--- config.mk ---
export PLATFORM = sky130hd
export DESIGN_NAME = feat_stream_out
export DESIGN_NICKNAME = d
export VERILOG_FILES = /design/src/rtl/gat_pkg.sv /design/src/rtl/feat_row_buffer.sv /design/src/rtl/feat_stream_out.sv
export SDC_FILE = /design/constraint.sdc
export NUM_CORES = 1
export LEC_CHECK = 0
export CORE_MARGIN = 2
export CORE_UTILIZATION = 40
export CTS_CLUSTER_DIAMETER = 50
export DETAILED_ROUTE_END_ITERATION = 7
export DONT_BUFFER_PORTS = 1
export PLACE_DENSITY = 0.55
export RECOVER_POWER = 50
export SYNTH_ARGS = -nofsm -noshare
export SYNTH_HDL_FRONTEND = slang
export SYNTH_HIERARCHICAL = 1
export SYNTH_SLANG_ARGS = --single-unit
export TNS_END_PERCENT = 5
--- constraint.sdc ---
create_clock -name clk -period 2.65 [get_ports clk]
set_clock_uncertainty 0.2 [all_clocks]
set_input_delay 0 -clock clk [delete_from_list [all_inputs] [get_ports clk]]
set_output_delay 0 -clock clk [all_outputs]
set_load 0.02 [all_outputs]
--- src/rtl/gat_pkg.sv ---
// Shared definitions for the GAT convolution layer readout path.
//
// gat_define : default layer geometry (node count, features per node,
//              new-feature BRAM depth).
// gat_pkg    : readout FSM state type and the row-pack helper used by the
//              row buffers. The new-feature depth comes from gat_define.
//
// No ports; packages only.

package gat_define;
    localparam int unsigned NUM_SUBGRAPHS     = 2708;
    localparam int unsigned NUM_FEATURE_OUT   = 16;
    localparam int unsigned NEW_FEATURE_DEPTH = NUM_SUBGRAPHS * NUM_FEATURE_OUT;
endpackage

package gat_pkg;
    localparam int unsigned GAT_NUM_SUBGRAPHS     = gat_define::NUM_SUBGRAPHS;
    localparam int unsigned GAT_NUM_FEATURE_OUT   = gat_define::NUM_FEATURE_OUT;
    localparam int unsigned GAT_NEW_FEATURE_DEPTH = gat_define::NEW_FEATURE_DEPTH;

    // Upper bounds for the width-agnostic pack helper.
    localparam int unsigned ROW_MAX_W  = 1024;
    localparam int unsigned ELEM_MAX_W = 64;

    typedef enum logic [1:0] {
        ST_IDLE  = 2'd0,
        ST_RUN   = 2'd1,
        ST_FLUSH = 2'd2
    } feat_state_e;

    // Writes elem (low elem_w bits) into slot idx of a packed row, leaving
    // all other slots untouched. Callers cast to/from the bound widths.
    function automatic logic [ROW_MAX_W-1:0] row_insert(
        input logic [ROW_MAX_W-1:0]  row,
        input logic [ELEM_MAX_W-1:0] elem,
        input int unsigned           idx,
        input int unsigned           elem_w
    );
        logic [ROW_MAX_W-1:0] field_mask;
        logic [ROW_MAX_W-1:0] field;
        field_mask = ((ROW_MAX_W'(1) << elem_w) - ROW_MAX_W'(1)) << (idx * elem_w);
        field      = (ROW_MAX_W'(elem) << (idx * elem_w)) & field_mask;
        return (row & ~field_mask) | field;
    endfunction
endpackage

--- src/rtl/feat_row_buffer.sv ---
// One row of the ping-pong pair in feat_stream_out.
// Collects NUM_FEATURE_OUT returned elements into a packed row and raises
// full_o once the last element lands; clr_i (handshake) releases it.
// Optional macro FEAT_ARGMAX_EN adds a running signed max and class_o.
//
// Ports:
//   clk, rst   clock, synchronous active-high reset
//   wr_en_i    write one element this cycle
//   wr_idx_i   element slot being written
//   wr_data_i  element value (signed)
//   clr_i      row consumed; drop full flag
//   full_o     row complete
//   row_o      packed row, element j at [j*DATA_WIDTH +: DATA_WIDTH]
//   class_o    index of the largest element, lowest on ties (FEAT_ARGMAX_EN)

module feat_row_buffer
    import gat_pkg::*;
#(
    parameter int unsigned DATA_WIDTH      = 8,
    parameter int unsigned NUM_FEATURE_OUT = 16,
    localparam int unsigned ELEM_W = (NUM_FEATURE_OUT > 1) ? $clog2(NUM_FEATURE_OUT) : 1,
    localparam int unsigned ROW_W  = DATA_WIDTH * NUM_FEATURE_OUT
) (
    input  logic                  clk,
    input  logic                  rst,
    input  logic                  wr_en_i,
    input  logic [ELEM_W-1:0]     wr_idx_i,
    input  logic [DATA_WIDTH-1:0] wr_data_i,
    input  logic                  clr_i,
    output logic                  full_o,
    output logic [ROW_W-1:0]      row_o
`ifdef FEAT_ARGMAX_EN
    ,
    output logic [ELEM_W-1:0]     class_o
`endif
);

    logic [ROW_W-1:0] row_q, row_d;
    logic             full_q, full_d;
    logic             wr_last;

    assign wr_last = (wr_idx_i == ELEM_W'(NUM_FEATURE_OUT - 1));

    always_comb begin
        row_d  = row_q;
        full_d = full_q;
        if (wr_en_i) begin
            row_d = ROW_W'(row_insert(ROW_MAX_W'(row_q), ELEM_MAX_W'(wr_data_i),
                                      32'(wr_idx_i), DATA_WIDTH));
            if (wr_last) full_d = 1'b1;
        end
        if (clr_i) full_d = 1'b0;
    end

    always_ff @(posedge clk) begin
        if (rst) begin
            row_q  <= '0;
            full_q <= 1'b0;
        end else begin
            row_q  <= row_d;
            full_q <= full_d;
        end
    end

    assign full_o = full_q;
    assign row_o  = row_q;

`ifdef FEAT_ARGMAX_EN
    logic [DATA_WIDTH-1:0] max_q, max_d;
    logic [ELEM_W-1:0]     class_q, class_d;

    // Element 0 seeds the max; strict compare keeps the lowest index on ties.
    always_comb begin
        max_d   = max_q;
        class_d = class_q;
        if (wr_en_i && ((wr_idx_i == '0) || ($signed(wr_data_i) > $signed(max_q)))) begin
            max_d   = wr_data_i;
            class_d = wr_idx_i;
        end
    end

    always_ff @(posedge clk) begin
        if (rst) begin
            max_q   <= '0;
            class_q <= '0;
        end else begin
            max_q   <= max_d;
            class_q <= class_d;
        end
    end

    assign class_o = class_q;
`endif

endmodule

--- src/rtl/feat_stream_out.sv ---
// Readout engine for the GAT new-feature BRAM. On start_i it reads every
// node's NUM_FEATURE_OUT features through the BRAM read port, packs them
// into one beat per node and streams the beats out on valid/ready.
// Optional macro FEAT_ARGMAX_EN adds m_class_o (argmax of each beat).
//
// Ports:
//   clk, rst          clock, synchronous active-high reset
//   start_i           start pulse (ignored while busy_o)
//   busy_o            run in progress
//   done_o            one-cycle pulse after the last beat handshake
//   feat_bram_addrb   BRAM read address
//   feat_bram_dout    BRAM read data, BRAM_LATENCY cycles after address
//   m_data_o          packed beat, element j at [j*DATA_WIDTH +: DATA_WIDTH]
//   m_node_o          node index of the beat
//   m_valid_o         beat valid
//   m_ready_i         sink ready
//   m_last_o          beat is the last node
//   m_class_o         argmax index of the beat (FEAT_ARGMAX_EN)

module feat_stream_out
    import gat_pkg::*;
#(
    parameter int unsigned DATA_WIDTH      = 8,
    parameter int unsigned NUM_SUBGRAPHS   = GAT_NUM_SUBGRAPHS,
    parameter int unsigned NUM_FEATURE_OUT = GAT_NUM_FEATURE_OUT,
    parameter int unsigned BRAM_LATENCY    = 2,
    localparam int unsigned NEW_FEATURE_DEPTH  = NUM_SUBGRAPHS * NUM_FEATURE_OUT,
    localparam int unsigned NEW_FEATURE_ADDR_W = $clog2(NEW_FEATURE_DEPTH),
    localparam int unsigned NODE_IDX_W         = $clog2(NUM_SUBGRAPHS),
    localparam int unsigned ELEM_W = (NUM_FEATURE_OUT > 1) ? $clog2(NUM_FEATURE_OUT) : 1,
    localparam int unsigned ROW_W  = DATA_WIDTH * NUM_FEATURE_OUT
) (
    input  logic                          clk,
    input  logic                          rst,
    input  logic                          start_i,
    output logic                          busy_o,
    output logic                          done_o,
    output logic [NEW_FEATURE_ADDR_W-1:0] feat_bram_addrb,
    input  logic [DATA_WIDTH-1:0]         feat_bram_dout,
    output logic [ROW_W-1:0]              m_data_o,
    output logic [NODE_IDX_W-1:0]         m_node_o,
    output logic                          m_valid_o,
    input  logic                          m_ready_i,
    output logic                          m_last_o
`ifdef FEAT_ARGMAX_EN
    ,
    output logic [ELEM_W-1:0]             m_class_o
`endif
);

    feat_state_e state_q, state_d;

    logic [NEW_FEATURE_ADDR_W-1:0] addr_q, addr_d, next_addr_q, next_addr_d;
    logic [ELEM_W-1:0]             elem_cnt_q, elem_cnt_d;
    logic [NODE_IDX_W-1:0]         row_cnt_q, row_cnt_d, send_node_q, send_node_d;
    logic                          iss_buf_q, iss_buf_d;
    logic                          ret_buf_q, ret_buf_d;
    logic                          send_buf_q, send_buf_d;
    logic [1:0]                    occ_q, occ_d;
    logic                          issue_vld_q, issue_vld_d;
    logic [ELEM_W-1:0]             issue_elem_q, issue_elem_d;
    logic                          done_q, done_d;

    logic                          tag_vld_q [BRAM_LATENCY];
    logic [ELEM_W-1:0]             tag_idx_q [BRAM_LATENCY];

    logic [1:0]                    buf_full;
    logic [1:0]                    buf_wr;
    logic [1:0]                    buf_clr;
    logic [ROW_W-1:0]              buf_row [2];

    logic hs, elem_last, row_last, buf_free, can_issue;
    logic ret_vld, ret_last;
    logic [ELEM_W-1:0] ret_idx;

    assign m_valid_o = buf_full[send_buf_q];
    assign hs        = m_valid_o && m_ready_i;
    assign elem_last = (elem_cnt_q == ELEM_W'(NUM_FEATURE_OUT - 1));
    assign row_last  = (row_cnt_q == NODE_IDX_W'(NUM_SUBGRAPHS - 1));

    // A new row may claim the issue buffer if it is idle or is being handed
    // off this very cycle; that keeps back-to-back rows bubble-free.
    assign buf_free  = !occ_q[iss_buf_q] || (hs && (send_buf_q == iss_buf_q));
    assign can_issue = (state_q == ST_RUN) && ((elem_cnt_q != '0) || buf_free);

    assign ret_vld  = tag_vld_q[BRAM_LATENCY-1];
    assign ret_idx  = tag_idx_q[BRAM_LATENCY-1];
    assign ret_last = (ret_idx == ELEM_W'(NUM_FEATURE_OUT - 1));

    assign buf_wr[0]  = ret_vld && !ret_buf_q;
    assign buf_wr[1]  = ret_vld &&  ret_buf_q;
    assign buf_clr[0] = hs && !send_buf_q;
    assign buf_clr[1] = hs &&  send_buf_q;

    always_comb begin
        state_d      = state_q;
        addr_d       = addr_q;
        next_addr_d  = next_addr_q;
        elem_cnt_d   = elem_cnt_q;
        row_cnt_d    = row_cnt_q;
        iss_buf_d    = iss_buf_q;
        ret_buf_d    = ret_buf_q;
        send_buf_d   = send_buf_q;
        send_node_d  = send_node_q;
        occ_d        = occ_q;
        issue_vld_d  = 1'b0;
        issue_elem_d = issue_elem_q;
        done_d       = 1'b0;

        // Release before claim so a same-cycle hand-off leaves the buffer taken.
        if (hs) begin
            occ_d[send_buf_q] = 1'b0;
            send_buf_d        = ~send_buf_q;
            send_node_d       = m_last_o ? '0 : send_node_q + NODE_IDX_W'(1);
        end
        if (ret_vld && ret_last) ret_buf_d = ~ret_buf_q;

        case (state_q)
            ST_IDLE: begin
                if (start_i) begin
                    state_d     = ST_RUN;
                    next_addr_d = '0;
                    elem_cnt_d  = '0;
                    row_cnt_d   = '0;
                    iss_buf_d   = 1'b0;
                    ret_buf_d   = 1'b0;
                    send_buf_d  = 1'b0;
                    send_node_d = '0;
                    occ_d       = '0;
                end
            end
            ST_RUN: begin
                if (can_issue) begin
                    addr_d       = next_addr_q;
                    next_addr_d  = next_addr_q + NEW_FEATURE_ADDR_W'(1);
                    issue_vld_d  = 1'b1;
                    issue_elem_d = elem_cnt_q;
                    if (elem_cnt_q == '0) occ_d[iss_buf_q] = 1'b1;
                    if (elem_last) begin
                        elem_cnt_d = '0;
                        iss_buf_d  = ~iss_buf_q;
                        if (row_last) begin
                            row_cnt_d = '0;
                            state_d   = ST_FLUSH;
                        end else begin
                            row_cnt_d = row_cnt_q + NODE_IDX_W'(1);
                        end
                    end else begin
                        elem_cnt_d = elem_cnt_q + ELEM_W'(1);
                    end
                end
            end
            ST_FLUSH: begin
                if (hs && m_last_o) begin
                    state_d = ST_IDLE;
                    done_d  = 1'b1;
                end
            end
            default: state_d = ST_IDLE;
        endcase
    end

    always_ff @(posedge clk) begin
        if (rst) begin
            state_q      <= ST_IDLE;
            addr_q       <= '0;
            next_addr_q  <= '0;
            elem_cnt_q   <= '0;
            row_cnt_q    <= '0;
            iss_buf_q    <= 1'b0;
            ret_buf_q    <= 1'b0;
            send_buf_q   <= 1'b0;
            send_node_q  <= '0;
            occ_q        <= '0;
            issue_vld_q  <= 1'b0;
            issue_elem_q <= '0;
            done_q       <= 1'b0;
            for (int unsigned i = 0; i < BRAM_LATENCY; i++) begin
                tag_vld_q[i] <= 1'b0;
                tag_idx_q[i] <= '0;
            end
        end else begin
            state_q      <= state_d;
            addr_q       <= addr_d;
            next_addr_q  <= next_addr_d;
            elem_cnt_q   <= elem_cnt_d;
            row_cnt_q    <= row_cnt_d;
            iss_buf_q    <= iss_buf_d;
            ret_buf_q    <= ret_buf_d;
            send_buf_q   <= send_buf_d;
            send_node_q  <= send_node_d;
            occ_q        <= occ_d;
            issue_vld_q  <= issue_vld_d;
            issue_elem_q <= issue_elem_d;
            done_q       <= done_d;
            // The issue register is the address stage; the pipe then lines the
            // tag up with feat_bram_dout BRAM_LATENCY cycles later.
            tag_vld_q[0] <= issue_vld_q;
            tag_idx_q[0] <= issue_elem_q;
            for (int unsigned i = 1; i < BRAM_LATENCY; i++) begin
                tag_vld_q[i] <= tag_vld_q[i-1];
                tag_idx_q[i] <= tag_idx_q[i-1];
            end
        end
    end

`ifdef FEAT_ARGMAX_EN
    logic [ELEM_W-1:0] buf_class [2];
`endif

    feat_row_buffer #(
        .DATA_WIDTH      (DATA_WIDTH),
        .NUM_FEATURE_OUT (NUM_FEATURE_OUT)
    ) u_buf0 (
        .clk       (clk),
        .rst       (rst),
        .wr_en_i   (buf_wr[0]),
        .wr_idx_i  (ret_idx),
        .wr_data_i (feat_bram_dout),
        .clr_i     (buf_clr[0]),
        .full_o    (buf_full[0]),
        .row_o     (buf_row[0])
`ifdef FEAT_ARGMAX_EN
        ,
        .class_o   (buf_class[0])
`endif
    );

    feat_row_buffer #(
        .DATA_WIDTH      (DATA_WIDTH),
        .NUM_FEATURE_OUT (NUM_FEATURE_OUT)
    ) u_buf1 (
        .clk       (clk),
        .rst       (rst),
        .wr_en_i   (buf_wr[1]),
        .wr_idx_i  (ret_idx),
        .wr_data_i (feat_bram_dout),
        .clr_i     (buf_clr[1]),
        .full_o    (buf_full[1]),
        .row_o     (buf_row[1])
`ifdef FEAT_ARGMAX_EN
        ,
        .class_o   (buf_class[1])
`endif
    );

    assign busy_o          = (state_q != ST_IDLE);
    assign done_o          = done_q;
    assign feat_bram_addrb = addr_q;
    assign m_data_o        = buf_row[send_buf_q];
    assign m_node_o        = send_node_q;
    assign m_last_o        = m_valid_o && (send_node_q == NODE_IDX_W'(NUM_SUBGRAPHS - 1));
`ifdef FEAT_ARGMAX_EN
    assign m_class_o       = buf_class[send_buf_q];
`endif

endmodule
# Word-level counts from Yosys, hierarchy flattened
# Memory sizes are Yosys's and may differ from the RTL's.
# Index checks and enable logic that the tools add are counted.
# totals
register_bits	331
ramBits	10
input_bits	12
elab_cells	150
memories	2
# memory_table
name	depth	width	read_ports	rd_ports_with_merged_regs	write_ports	line	rtl
tag_idx_q	2	4	2	0	2	feat_stream_out.sv:65	logic [ELEM_W-1:0] tag_idx_q [BRAM_LATENCY];
tag_vld_q	2	1	2	0	2	feat_stream_out.sv:64	logic tag_vld_q [BRAM_LATENCY];
# classes
add_sub_neg	4
magnitude_cmp	5
n_eq_ne	12
shifts	2
muxes	57
n_bitwise	19
n_reduce_logical	32
# op_table
cell	count
bitwise AND 128 bit	3
2-to-1 mux 128 bit	3
OR 128 bit	2
NOT 128 bit	1
left shift 8 x 7 -> 128 bit	1
left shift 8 x 7 -> 128 bit (first input constant)	1
2-to-1 mux 12 bit	8
2-to-1 mux 16 bit	2
case mux 16 bit (2 select lines)	1
adder 12 x 1 -> 12 bit (second input constant)	2
== test 12 bit (second input constant)	2
case mux 12 bit (2 select lines)	1
2-to-1 mux 1 bit	22
2-to-1 mux 4 bit	5
2-to-1 mux 2 bit	9
adder 16 x 1 -> 16 bit (second input constant)	1
logical AND 1 bit	12
!= test 2 bit (second input constant)	5
== test 4 bit (second input constant)	2
case mux 4 bit (2 select lines)	1
OR reduction 2 bit	4
case mux 2 bit (3 select lines)	1
AND reduction 2 bit	3
NOT 1 bit	5
24 further kinds	34

# Longest topological paths before layout
# depth
word_depth	11
ltp_mapped	8
mapped_depth_nobuf	6

# Modules after synthesis
# Netlist, hierarchy kept.
# modules_own_cells
mod	instances	cells_per_inst	area_each_um2
feat_row_buffer	2	464	5168.7
feat_stream_out	1	602	5540.3

# Worst setup path after synthesis
# Ideal clock, no wire load.
# synth_path
path_kind	flip-flop to flip-flop
startpoint	register elem_cnt_q[0]
endpoint	register addr_q[14] (netlist: feat_bram_addrb[14])
setup_time_ns	0.132
arrival_ns	1.794
t_required_ns	2.318
slack_ns	0.524
stages_incl_launch_ff	8
path_buffers	1
period_less_slack_ns	2.126
path_cell_list	dfxtp_1 -> inv_1 -> ha_1 -> or3b_4 -> or4_4 -> buf_6 -> nand3_1 -> a21oi_1
# synth_between
elab_chain_cells	4
# synth_rtl
item	line	rtl
from (decl)	feat_stream_out.sv:54	logic [ELEM_W-1:0] elem_cnt_q, elem_cnt_d;
from (signal assigned)	feat_stream_out.sv:186	elem_cnt_q <= elem_cnt_d;
nonzero test 4 bit	feat_stream_out.sv:84	assign can_issue = (state_q == ST_RUN) && ((elem_cnt_q != '0) || buf_free);
logical OR 1 bit	feat_stream_out.sv:84	
logical AND 1 bit	feat_stream_out.sv:84	
AND reduction 2 bit (no source line)	n/a	
to (signal assigned)	feat_stream_out.sv:184	addr_q <= addr_d;
to (decl)	feat_stream_out.sv:53	logic [NEW_FEATURE_ADDR_W-1:0] addr_q, addr_d, next_addr_q, next_addr_d;
# Every way passes these cells.
# A chain may end at the register's enable or synchronous reset.

==> summary.md <==
| Metric | Value |
|---|---|
| Cells after synthesis | `1530` |
| Final ANT Viol Nets | `0` |
| Worst hold path type | `input pin to register` |
| Clock sinks | `341` |
| Number of global-route vias before repair | `12700` |
| Initial Utilization | `40.8%` |
| Slew @ Worst Pin | `0.899 ns` |
| Critical path, cell by cell | `nand2_1, or3_1, a211oi_2, dlygate4sd3_1` |
| Routed len/inst | `20.7 um` |
| Crit-path slowest cell | `dfxtp_1` |
| Nets | `1816` |
| P_sw | `0.00273 W` |
| Global-route wire length before repair | `74700 um` |
| Initial antenna violation count | `1` |
| Most common cell after layout, fill and taps aside | `dfxtp_1` |
| Setup WS post-layout | `0.0673 ns` |
| Setup CP Type | `register to register` |
| Clk Latency, worst-skew pair | `0.56 ns` |
| Slowest Stage Delay on Critical Path | `0.70 ns` |
| Tmin final | `2.58 ns` |
| Post-Syn Area per Cell | `10.4 sq um` |
| Grt met2 use | `37.7%` |
| Worst Reg-to-Reg Cells | `4` |
| Slew HR | `39.9%` |
| Die Y | `203 um` |
| Synth warn | `6` |
| Largest net degree at the start of global routing | `129` |
| Crit. End Element | `register` |
| Internal | `0.00902 W` |
| Sequential fraction of the synthesis area | `43.0%` |
| Pwr per Cell Area | `562 nW/um^2` |
| Synthesis-to-layout area growth | `31.7%` |
| Combinational power share | `5.0%` |
| Top cell type's share of synthesized area | `43.0%` |
| Die area | `41300 sq um` |
| Leak pwr | `9.19 nW` |
| DRT iter0 DRCs | `537` |
| Hold depth | `4` |
| GPL Wtd Cong | `0.788` |
| Worst vdd ir | `0.415 mV` |
| Clock group share of total power | `51.0%` |
| Final Hold Vio Count | `0` |
| DP Area | `16200 sq um` |
| Core area | `38900 sq um` |
| Post-synth top flop | `dfxtp_1` |
| WL final | `48600 um` |
| Number of synthesized flops with an enable pin | `0` |
| Rows | `72` |
| I/O pin count | `172` |
| Total CTS buffers | `44` |
| I/O Buffers | `0` |
| Fin area | `20900 sq um` |
| WP data required | `2.95 ns` |
| Seq cells post-synth | `341` |
| Crit share post-route | `97.5%` |
| CTS tree | `done` |
| Async SR Flop Fraction | `0%` |
| Levels on crit path | `4` |
| Maximum root-to-sink buffer count | `3` |
| Fraction of layout cells with a size suffix above 1 | `18.3%` |
| Startpoint type of the worst setup path | `register` |
| Most frequent cells in the layout | `337 x dfxtp_1, 307 x dlygate4sd3_1, 274 x nand2b_1, 265 x mux2i_1, 128 x mux2_2` |
| Setup violators final | `0` |
| Area of the mapped netlist | `15900 sq um` |
| Critical Path Fanout Max | `14` |
| RSZ-0062 raised after global routing | `yes` |
| DIE WIDTH | `203 um` |
| DRC errors left | `0` |
| Max cap viols | `0` |
| Vias per inst | `5.21` |
| CTS clk-pin slew, worst paths | `0.06 ns` |
| Setup bufs post-CTS | `0` |
| Flop pwr share | `44.0%` |
| Most Crowded Layer GR | `met2` |
| WP buf/inv | `1` |
| Outcome | `complete, no violations` |
| Synth cell types | `67` |
| Gr ovfl total | `0` |
| GRT Total Usage | `23.4%` |
| Cell taking the most area after synthesis | `dfxtp_1` |
| Final Max Slew Viols | `0` |
| GR Layer Usage met1 | `31.8%` |
| Critical path arrival | `2.88 ns` |
| Synthesized net count | `1549` |
| Sw frac | `23.2%` |
| Post-DP HPWL | `26500 um` |
| Pre-CTS setup slack | `0.280 ns` |
| Via count | `12200` |
| Number of diodes | `0` |
| Root Buffer | `clkbuf_16` |
| First-pass DRT Iterations | `5` |
| H-tree depth | `2` |
| Delay-heaviest family, CP | `simple AND/OR/NAND/NOR gates` |
| Ranking of synthesized cells by area | `dfxtp_1 43%, mux2i_1 17%, nand2b_1 11%` |
| Max Fclk | `387 MHz` |
| GR Layer Usage met3 | `4.51%` |
## timing repair
action,in CTS,in global routing
hold buffers,310,0
endpoints found under the setup margin,0,114
gates resized for setup,0,26
hold endpoints to repair,341,0
## power groups by stage
stage	clock (W)	sequential, W	combinational [W]
finish	0.00600	0.00517	0.000588
floorplan	0	0.00527	0.000370
CTS	0.00612	0.00517	0.000577
detailed placement	0	0.00528	0.000459
global route	0.00635	0.00517	0.000626
global placement	0	0.00528	0.000454
## final timing paths
path	from	end	slack (ns)
max	tag_idx_q[0][4]	u_buf0/full_o	0.07
max reg2reg	tag_idx_q[0][4]	u_buf0/full_o	0.07
min reg2reg	register	register	0.27
min	rst	register	0.05
## cells in the mapped netlist (all sizes together), types with 3 or more instances
| cell type | count |
|---|---|
| nand2b | 274 |
| a31oi | 6 |
| nor3 | 11 |
| xor2 | 5 |
| mux2 | 129 |
| and4 | 9 |
| nor4 | 8 |
| clkbuf | 71 |
| dfxtp | 341 |
| a21oi | 46 |
| nor4bb | 3 |
| o21ai | 30 |
| mux2i | 266 |
| nor4b | 3 |
| nor3b | 10 |
| buf | 58 |
| nor2b | 16 |
| or3 | 13 |
| o31ai | 8 |
| ha | 7 |
| and3 | 6 |
| xnor2 | 3 |
| nand2 | 43 |
| inv | 16 |
| nand3 | 56 |
| or4 | 13 |
| a211oi | 4 |
| nor2 | 19 |
| nand4 | 26 |
## cell type report
class | count | area [sq um]
Tap cell | 518 | 648
Clock inverter | 19 | 198
Fill cell | 3490 | 18000
Inverter | 16 | 60.1
Clock buffer | 60 | 1270
Sequential cell | 341 | 6830
Multi-Input combinational cell | 1045 | 8460
Timing Repair Buffer | 349 | 3440
## cell families (layout without fill, tap and decap cells)
| kind of cell | Yosys count | after routing | synth area share [%] |
|---|---|---|---|
| AO/OA/AOI/OAI | 110 | 110 | 4.22 |
| AND/OR/NAND/NOR | 524 | 525 | 21.3 |
| adder cells (fa/ha/maj) | 7 | 7 | 0.552 |
| multiplexers | 395 | 395 | 26.0 |
| buffers and inverters | 145 | 444 | 4.55 |
| XOR/XNOR | 8 | 8 | 0.441 |
| flip-flops | 341 | 341 | 43.0 |
## stage by stage
| stage | hold slack [ns] | TNS, ns | cells | power [W] | util (%) |
|---|---|---|---|---|---|
| finish | 0.0463 | 0 | 2348 | 0.0118 | 53.7 |
| global route | 0.0481 | -0.0183 | 2348 | 0.0121 | 53.7 |
| CTS | 0.0121 | 0 | 2347 | 0.0119 | 53.4 |
| detailed placement | -0.104 | 0 | 1958 | 0.00574 | 41.5 |
| global placement | -0.100 | 0 | 1958 | 0.00573 | 41.5 |
| floorplan | 0.0937 | 0 | 1530 | 0.00564 | - |
## routing by layer
layer  up-vias  routed length [um]
met5         -                   0
met4         0                1050
met3        63                2410
met2       247               22000
met1      6047               23100
li1       5879                   -
## tightest hold or removal path, cell delays in order
cell and delay (ns):
buf_16 0.19, nand2b_1 0.17, buf_4 0.23, mux2i_1 0.14
No activity file was read; power rests on OpenSTA's default activity.
